### config.mk
export PLATFORM = sky130hd
export DESIGN_NAME = video_timing_pattern_gen
export DESIGN_NICKNAME = d
export VERILOG_FILES = /design/src/rtl/video_timing_pkg.sv /design/src/rtl/video_timing_counter.sv /design/src/rtl/video_timing_pattern_gen.sv
export SDC_FILE = /design/constraint.sdc
export NUM_CORES = 1
export LEC_CHECK = 0
export CAP_MARGIN = 5
export CORE_MARGIN = 1
export CORE_UTILIZATION = 48
export DETAILED_ROUTE_END_ITERATION = 8
export PLACE_DENSITY = 0.72
export RECOVER_POWER = 50
export SYNTH_ARGS = -nofsm -noshare
export SYNTH_HDL_FRONTEND = slang
export SYNTH_SLANG_ARGS = --single-unit
### constraint.sdc
create_clock -name i_pixclk -period 10.25 [get_ports i_pixclk]
set_input_delay 1.025 -clock i_pixclk [delete_from_list [all_inputs] [get_ports i_pixclk]]
set_output_delay 1.025 -clock i_pixclk [all_outputs]
set_load 0.05 [all_outputs]
### src/rtl/video_timing_pkg.sv
// Shared definitions for the video timing / test-pattern generator:
// pattern mode encoding, default 720p60 timing and the colour-bar table.
package video_timing_pkg;

    typedef enum logic [1:0] {
        MODE_BARS  = 2'd0,
        MODE_SOLID = 2'd1,
        MODE_GRAD  = 2'd2,
        MODE_CHECK = 2'd3
    } mode_e;

    localparam int CNT_W = 12;

    localparam int DEF_H_ACTIVE = 1280;
    localparam int DEF_H_FP     = 110;
    localparam int DEF_H_SYNC   = 40;
    localparam int DEF_H_BP     = 220;
    localparam int DEF_V_ACTIVE = 720;
    localparam int DEF_V_FP     = 5;
    localparam int DEF_V_SYNC   = 5;
    localparam int DEF_V_BP     = 20;

    // {R,G,B} on/off flags for bar index 0..7:
    // white, yellow, cyan, green, magenta, red, blue, black.
    function automatic logic [2:0] bar_flags(input logic [2:0] idx);
        return {~idx[1], ~idx[2], ~idx[0]};
    endfunction

endpackage

### src/rtl/video_timing_counter.sv
// Horizontal/vertical raster counters with active-video, sync and
// frame-origin decode of the current counter state (combinational outputs).
module video_timing_counter
    import video_timing_pkg::*;
#(
    parameter int H_ACTIVE = DEF_H_ACTIVE,
    parameter int H_FP     = DEF_H_FP,
    parameter int H_SYNC   = DEF_H_SYNC,
    parameter int H_BP     = DEF_H_BP,
    parameter int V_ACTIVE = DEF_V_ACTIVE,
    parameter int V_FP     = DEF_V_FP,
    parameter int V_SYNC   = DEF_V_SYNC,
    parameter int V_BP     = DEF_V_BP
) (
    input  logic             i_pixclk,
    input  logic             i_rst_n,
    input  logic             i_enable,
    output logic [CNT_W-1:0] h_cnt,
    output logic [CNT_W-1:0] v_cnt,
    output logic             de,
    output logic             hsync_act,
    output logic             vsync_act,
    output logic             origin
);

    localparam int H_TOTAL = H_ACTIVE + H_FP + H_SYNC + H_BP;
    localparam int V_TOTAL = V_ACTIVE + V_FP + V_SYNC + V_BP;

    localparam logic [CNT_W-1:0] H_LAST   = CNT_W'(H_TOTAL - 1);
    localparam logic [CNT_W-1:0] V_LAST   = CNT_W'(V_TOTAL - 1);
    localparam logic [CNT_W-1:0] H_ACT    = CNT_W'(H_ACTIVE);
    localparam logic [CNT_W-1:0] V_ACT    = CNT_W'(V_ACTIVE);
    localparam logic [CNT_W-1:0] HS_START = CNT_W'(H_ACTIVE + H_FP);
    localparam logic [CNT_W-1:0] HS_END   = CNT_W'(H_ACTIVE + H_FP + H_SYNC - 1);
    localparam logic [CNT_W-1:0] VS_START = CNT_W'(V_ACTIVE + V_FP);
    localparam logic [CNT_W-1:0] VS_END   = CNT_W'(V_ACTIVE + V_FP + V_SYNC - 1);

    generate
        if (H_TOTAL > 4096 || V_TOTAL > 4096) begin : g_size_check
            $fatal(1, "video_timing_counter: H_TOTAL and V_TOTAL must not exceed 4096");
        end
    endgenerate

    logic [CNT_W-1:0] h_reg, h_next;
    logic [CNT_W-1:0] v_reg, v_next;
    logic             run_reg;

    always_comb begin
        h_next = h_reg + CNT_W'(1);
        v_next = v_reg;
        if (h_reg == H_LAST) begin
            h_next = '0;
            v_next = (v_reg == V_LAST) ? '0 : v_reg + CNT_W'(1);
        end
    end

    // run_reg spends one cycle at (0,0) before counting so the first
    // visible pixel appears two edges after enable/reset release.
    always_ff @(posedge i_pixclk or negedge i_rst_n) begin
        if (!i_rst_n) begin
            h_reg   <= '0;
            v_reg   <= '0;
            run_reg <= 1'b0;
        end else if (!i_enable) begin
            h_reg   <= '0;
            v_reg   <= '0;
            run_reg <= 1'b0;
        end else if (!run_reg) begin
            run_reg <= 1'b1;
        end else begin
            h_reg <= h_next;
            v_reg <= v_next;
        end
    end

    assign h_cnt     = h_reg;
    assign v_cnt     = v_reg;
    assign de        = run_reg && (h_reg < H_ACT) && (v_reg < V_ACT);
    assign hsync_act = run_reg && (h_reg >= HS_START) && (h_reg <= HS_END);
    assign vsync_act = run_reg && (v_reg >= VS_START) && (v_reg <= VS_END);
    assign origin    = run_reg && (h_reg == '0) && (v_reg == '0);

endmodule

### src/rtl/video_timing_pattern_gen.sv
// Programmable video timing generator with frame-synchronous test-pattern
// selection; every output is registered one cycle after the counter state.
module video_timing_pattern_gen
    import video_timing_pkg::*;
#(
    parameter int H_ACTIVE = DEF_H_ACTIVE,
    parameter int H_FP     = DEF_H_FP,
    parameter int H_SYNC   = DEF_H_SYNC,
    parameter int H_BP     = DEF_H_BP,
    parameter int V_ACTIVE = DEF_V_ACTIVE,
    parameter int V_FP     = DEF_V_FP,
    parameter int V_SYNC   = DEF_V_SYNC,
    parameter int V_BP     = DEF_V_BP,
    parameter bit HS_POL   = 1'b1,
    parameter bit VS_POL   = 1'b1,
    parameter int CW       = 8,
    parameter int CHK_LOG2 = 5
) (
    input  logic            i_pixclk,
    input  logic            i_rst_n,
    input  logic            i_enable,
    input  logic [1:0]      i_mode,
    input  logic [3*CW-1:0] i_solid_rgb,
    output logic            o_hsync,
    output logic            o_vsync,
    output logic            o_de,
    output logic [3*CW-1:0] o_rgb,
    output logic [11:0]     o_x,
    output logic [11:0]     o_y,
    output logic            o_frame_start
);

    localparam logic HS_IDLE = ~HS_POL;
    localparam logic VS_IDLE = ~VS_POL;

    logic [CNT_W-1:0] h_cnt;
    logic [CNT_W-1:0] v_cnt;
    logic             de;
    logic             hsync_act;
    logic             vsync_act;
    logic             origin;

    video_timing_counter #(
        .H_ACTIVE (H_ACTIVE),
        .H_FP     (H_FP),
        .H_SYNC   (H_SYNC),
        .H_BP     (H_BP),
        .V_ACTIVE (V_ACTIVE),
        .V_FP     (V_FP),
        .V_SYNC   (V_SYNC),
        .V_BP     (V_BP)
    ) u_counter (
        .i_pixclk  (i_pixclk),
        .i_rst_n   (i_rst_n),
        .i_enable  (i_enable),
        .h_cnt     (h_cnt),
        .v_cnt     (v_cnt),
        .de        (de),
        .hsync_act (hsync_act),
        .vsync_act (vsync_act),
        .origin    (origin)
    );

    mode_e           mode_reg;
    logic [3*CW-1:0] solid_reg;
    logic            capture;

    assign capture = i_enable && origin;

    always_ff @(posedge i_pixclk or negedge i_rst_n) begin
        if (!i_rst_n) begin
            mode_reg  <= MODE_BARS;
            solid_reg <= '0;
        end else if (capture) begin
            mode_reg  <= mode_e'(i_mode);
            solid_reg <= i_solid_rgb;
        end
    end

    // Bar edges are elaboration-time constants; the bar index is the number
    // of edges the column has passed.
    logic [6:0] bar_ge;
    genvar gi;
    generate
        for (gi = 0; gi < 7; gi++) begin : g_bar_edge
            localparam int EDGE = ((gi + 1) * H_ACTIVE) / 8;
            assign bar_ge[gi] = (h_cnt >= CNT_W'(EDGE));
        end
    endgenerate

    logic [2:0]      bar_idx;
    logic [2:0]      bar_rgb;
    logic            chk_on;
    mode_e           mode_eff;
    logic [3*CW-1:0] solid_eff;
    logic [3*CW-1:0] rgb_next;

    // The origin pixel already uses the value being captured this edge.
    always_comb begin
        bar_idx = '0;
        for (int i = 0; i < 7; i++) begin
            bar_idx = bar_idx + {2'b00, bar_ge[i]};
        end
        bar_rgb   = bar_flags(bar_idx);
        chk_on    = h_cnt[CHK_LOG2] ^ v_cnt[CHK_LOG2];
        mode_eff  = origin ? mode_e'(i_mode) : mode_reg;
        solid_eff = origin ? i_solid_rgb : solid_reg;
        rgb_next  = '0;
        case (mode_eff)
            MODE_BARS:  rgb_next = {{CW{bar_rgb[2]}}, {CW{bar_rgb[1]}}, {CW{bar_rgb[0]}}};
            MODE_SOLID: rgb_next = solid_eff;
            MODE_GRAD:  rgb_next = {3{CW'(h_cnt)}};
            MODE_CHECK: rgb_next = {(3*CW){chk_on}};
            default:    rgb_next = '0;
        endcase
        if (!de) begin
            rgb_next = '0;
        end
    end

    always_ff @(posedge i_pixclk or negedge i_rst_n) begin
        if (!i_rst_n) begin
            o_de          <= 1'b0;
            o_hsync       <= HS_IDLE;
            o_vsync       <= VS_IDLE;
            o_rgb         <= '0;
            o_x           <= '0;
            o_y           <= '0;
            o_frame_start <= 1'b0;
        end else if (!i_enable) begin
            o_de          <= 1'b0;
            o_hsync       <= HS_IDLE;
            o_vsync       <= VS_IDLE;
            o_rgb         <= '0;
            o_x           <= '0;
            o_y           <= '0;
            o_frame_start <= 1'b0;
        end else begin
            o_de          <= de;
            o_hsync       <= hsync_act ? HS_POL : HS_IDLE;
            o_vsync       <= vsync_act ? VS_POL : VS_IDLE;
            o_rgb         <= rgb_next;
            o_x           <= h_cnt;
            o_y           <= v_cnt;
            o_frame_start <= origin;
        end
    end

endmodule

==> impl_metrics.toml <==
[status]
status = "finished, violations left"
violations = "capacitance limit, slew limit"

[critical_path]
cp-end-kind = "asynchronous set/reset pin"
cp_top_family = "buffers and inverters"
critical_path.max_fanout = 63
worst_setup_path_start_kind = "primary input"
reg2reg_depth = 9
cp_cell_sequence = "clkbuf_1 -> clkbuf_1"
crit_top_cell = "clkbuf_1"
worstPathRequired_ns = 10.04
r2r_slack_ns = 6.17
path_class = "primary input to asynchronous set/reset pin"
cp_slowest_stage_delay_ns = 2.34
arrival_ns = 4.92
slowest_stage = "clkbuf_1"
crit_cells = 2
critPathBufInv = 2

[sta]
tns_ns = 0
period_needed_ns = 5.14
finalCritPeriodShare = 0.501
rsz0062_at_grt = "no"
skew_ns = 0.00684
slew_viol_final = 106
fmax_mhz = 195
maxSlewHeadroom = -1.11
finalSetupViolCount = 0
worstMarginPinSlew_ns = 3.16
final_hold_viol_count = 0
worst_slack_ns = 5.11

[layout]
insertedDiodeCount = 0
final_area_sq_um = 6250
layout.nets = 592
finalNonFillerCells = 692
drive_gt1_frac = 0.0665
area_delta_synth_final_pct = 18.9
nFillCells = 894

[place]
place_congestion = 0.905
place_area_sq_um = 6070
place_ws_ns = 6.25
place.port_buffers = 80
placed_cells = 676
hpwl_um = 8510

[clocking]
postCtsSetupBuffers = 0
cts_hold_repair.buffers = 0
cts_sinks = 103
clock_latency_ns = 0.37
cts.path.max_buffers = 2
h-tree-depth = 3
root_buffer = "clkbuf_8"
cts_resized = 0
path_clk_slew_ns = 0.09
cts_tree = "built"
cts_made_buffers = 9

[floorplan]
start_util = 0.502
die_w_um = 107
die_y_um = 107
io_pins = 81
coreArea_sq_um = 10500
die-area_sq_um = 11400
num_rows = 37

[synth]
netlist_area_sq_um = 5260
synth_edf_count = 0
yosys_warnings = 0
synth-seq-area-share = 0.490
syn_nets = 535
synth_seq_cells = 103
syn_avg_cell_area_sq_um = 10.6
async_reset_ff_frac = 1.00
ys_types = 55
synth_flop_cell = "dfrtp_1"
syn_inst = 494

[detailed_routing]
drt_wl_total_um = 12300
dr.pass1.iters = 5
drt_first_iter_violations = 338
routed_via_density = 5.83
dr_total_vias = 4033
wl_per_cell_um = 17.8
ant_nets = 0
drc = 0

[run]
maxCapViolations = 2

[power_and_ir_drop]
p_leak_nw = 2.60
peakVddDrop_uv = 63.2
powerDensity_nw_per_um2 = 144

[global_route]
overflow = 0
grt_usage = 0.233
grt_start_max_net_pins = 64
antenna_found_initial = 0
grt_pass1_vias = 3868
grt_first_pass_wirelength_um = 20500

[hold_path]
min_path_cells = 1
worstHoldPathType = "flip-flop to flip-flop"
[worst register-to-register path: cells and delay by family, from the launching register on]
family	cells	cell delay (ns)
fa+ha+maj	4	1.96
buf+inv	1	0.05
simple gates	2	0.74
flops	1	0.53
compound gates	2	0.66
[worst paths after layout]
path                            endpoint                start
min reg2reg                 solid_reg[2]         solid_reg[2]
max reg2reg                    o_rgb[23]  u_counter.h_cnt[10]
max in group i_pixclk          o_rgb[23]  u_counter.h_cnt[10]
min in group asynchronous         o_y[0]              i_rst_n
min                         solid_reg[2]         solid_reg[2]
max                        solid_reg[10]              i_rst_n
[cell usage after synthesis, types with 4 or more instances]
cell type | n | area, sq um
a21oi_1 | 36 | 180
a311oi_1 | 24 | 210
a31oi_1 | 27 | 169
and2_1 | 24 | 150
and3_1 | 8 | 50.1
buf_2 | 13 | 65.1
clkbuf_1 | 19 | 71.3
dfrtp_1 | 103 | 2580
fa_1 | 4 | 80.1
ha_1 | 8 | 100
inv_1 | 15 | 56.3
mux2_1 | 26 | 293
nand2_1 | 11 | 41.3
nand2b_1 | 28 | 175
nand3_1 | 16 | 80.1
nand4_1 | 10 | 62.6
nor2_1 | 33 | 124
nor3_1 | 7 | 35.0
o21ai_0 | 8 | 40.0
o21ai_2 | 8 | 70.1
xor2_1 | 16 | 140
[placed cells by master (no fill, tap or decap), types with 2 or more instances in the layout]
| master | n |
|---|---|
| inv_1 | 15 |
| a311oi_1 | 24 |
| buf_4 | 2 |
| a21boi_1 | 3 |
| and2_0 | 13 |
| clkinvlp_4 | 2 |
| and4_1 | 3 |
| o21ai_0 | 8 |
| nor3_1 | 7 |
| dfrtp_1 | 103 |
| clkdlybuf4s50_1 | 78 |
| ha_1 | 8 |
| nor4_4 | 3 |
| clkbuf_8 | 11 |
| mux2_1 | 26 |
| clkbuf_1 | 3 |
| nor4_1 | 2 |
| nand3_1 | 16 |
| o22ai_1 | 2 |
| and2_1 | 11 |
| a21o_1 | 2 |
| nand4_1 | 10 |
| xor2_1 | 16 |
| o21ai_2 | 8 |
| nand2b_1 | 28 |
| nand4bb_1 | 2 |
| o31ai_1 | 3 |
| nand2_1 | 11 |
| a31oi_1 | 27 |
| a21oi_1 | 36 |
| fa_1 | 4 |
| o21a_1 | 2 |
| nor2_1 | 33 |
| o21bai_1 | 2 |
| and3_1 | 8 |
[area by class of cell]
| cell class | count | area [sq um] | area share |
|---|---|---|---|
| Sequential cell | 103 | 2580 | 0.412 |
| Multi-Input combinational cell | 339 | 2450 | 0.392 |
| Timing Repair Buffer | 83 | 813 | 0.130 |
| Tap cell | 136 | 170 | 0.0272 |
| Clock buffer | 12 | 155 | 0.0248 |
| Inverter | 15 | 56.3 | 0.00901 |
| Clock inverter | 4 | 28.8 | 0.00460 |
[power breakdown]
group	switching [mW]	total (mW)	internal (mW)
Clock	0.138	0.240	0.102
Combinational	0.114	0.191	0.0761
Sequential	0.0255	0.468	0.442
[layer usage]
metal,vias up,wire [um],part of all wire,global-route usage
li1,1898,-,-,-
met1,2007,5620,0.46,0.338
met2,114,5970,0.49,0.366
met3,14,599,0.049,0.0365
met4,0,114,0.0093,0.0577
met5,-,0,0,0
[stage by stage]
stage | total power, mW | hold WS (ns) | util
after floorplan | 0.600 | 0.459 | -
final | 0.898 | 0.494 | 0.597
after CTS | 0.905 | 0.498 | 0.598
after global placement | 0.662 | 0.468 | 0.580
after global routing | 0.943 | 0.512 | 0.597
after detailed placement | 0.667 | 0.477 | 0.580
[logic make-up (layout without fill, tap and decap cells)]
| kind of cell | count (synthesis) | in the layout | share of synthesized area |
|---|---|---|---|
| AND/OR/NAND/NOR | 159 | 159 | 0.184 |
| AO/OA/AOI/OAI | 123 | 123 | 0.160 |
| multiplexers | 28 | 28 | 0.0597 |
| XOR/XNOR | 17 | 17 | 0.0283 |
| buffers and inverters | 52 | 114 | 0.0438 |
| flip-flops | 103 | 103 | 0.490 |
| adder cells (fa/ha/maj) | 12 | 12 | 0.0343 |
Power figures use the tool's default switching activity.
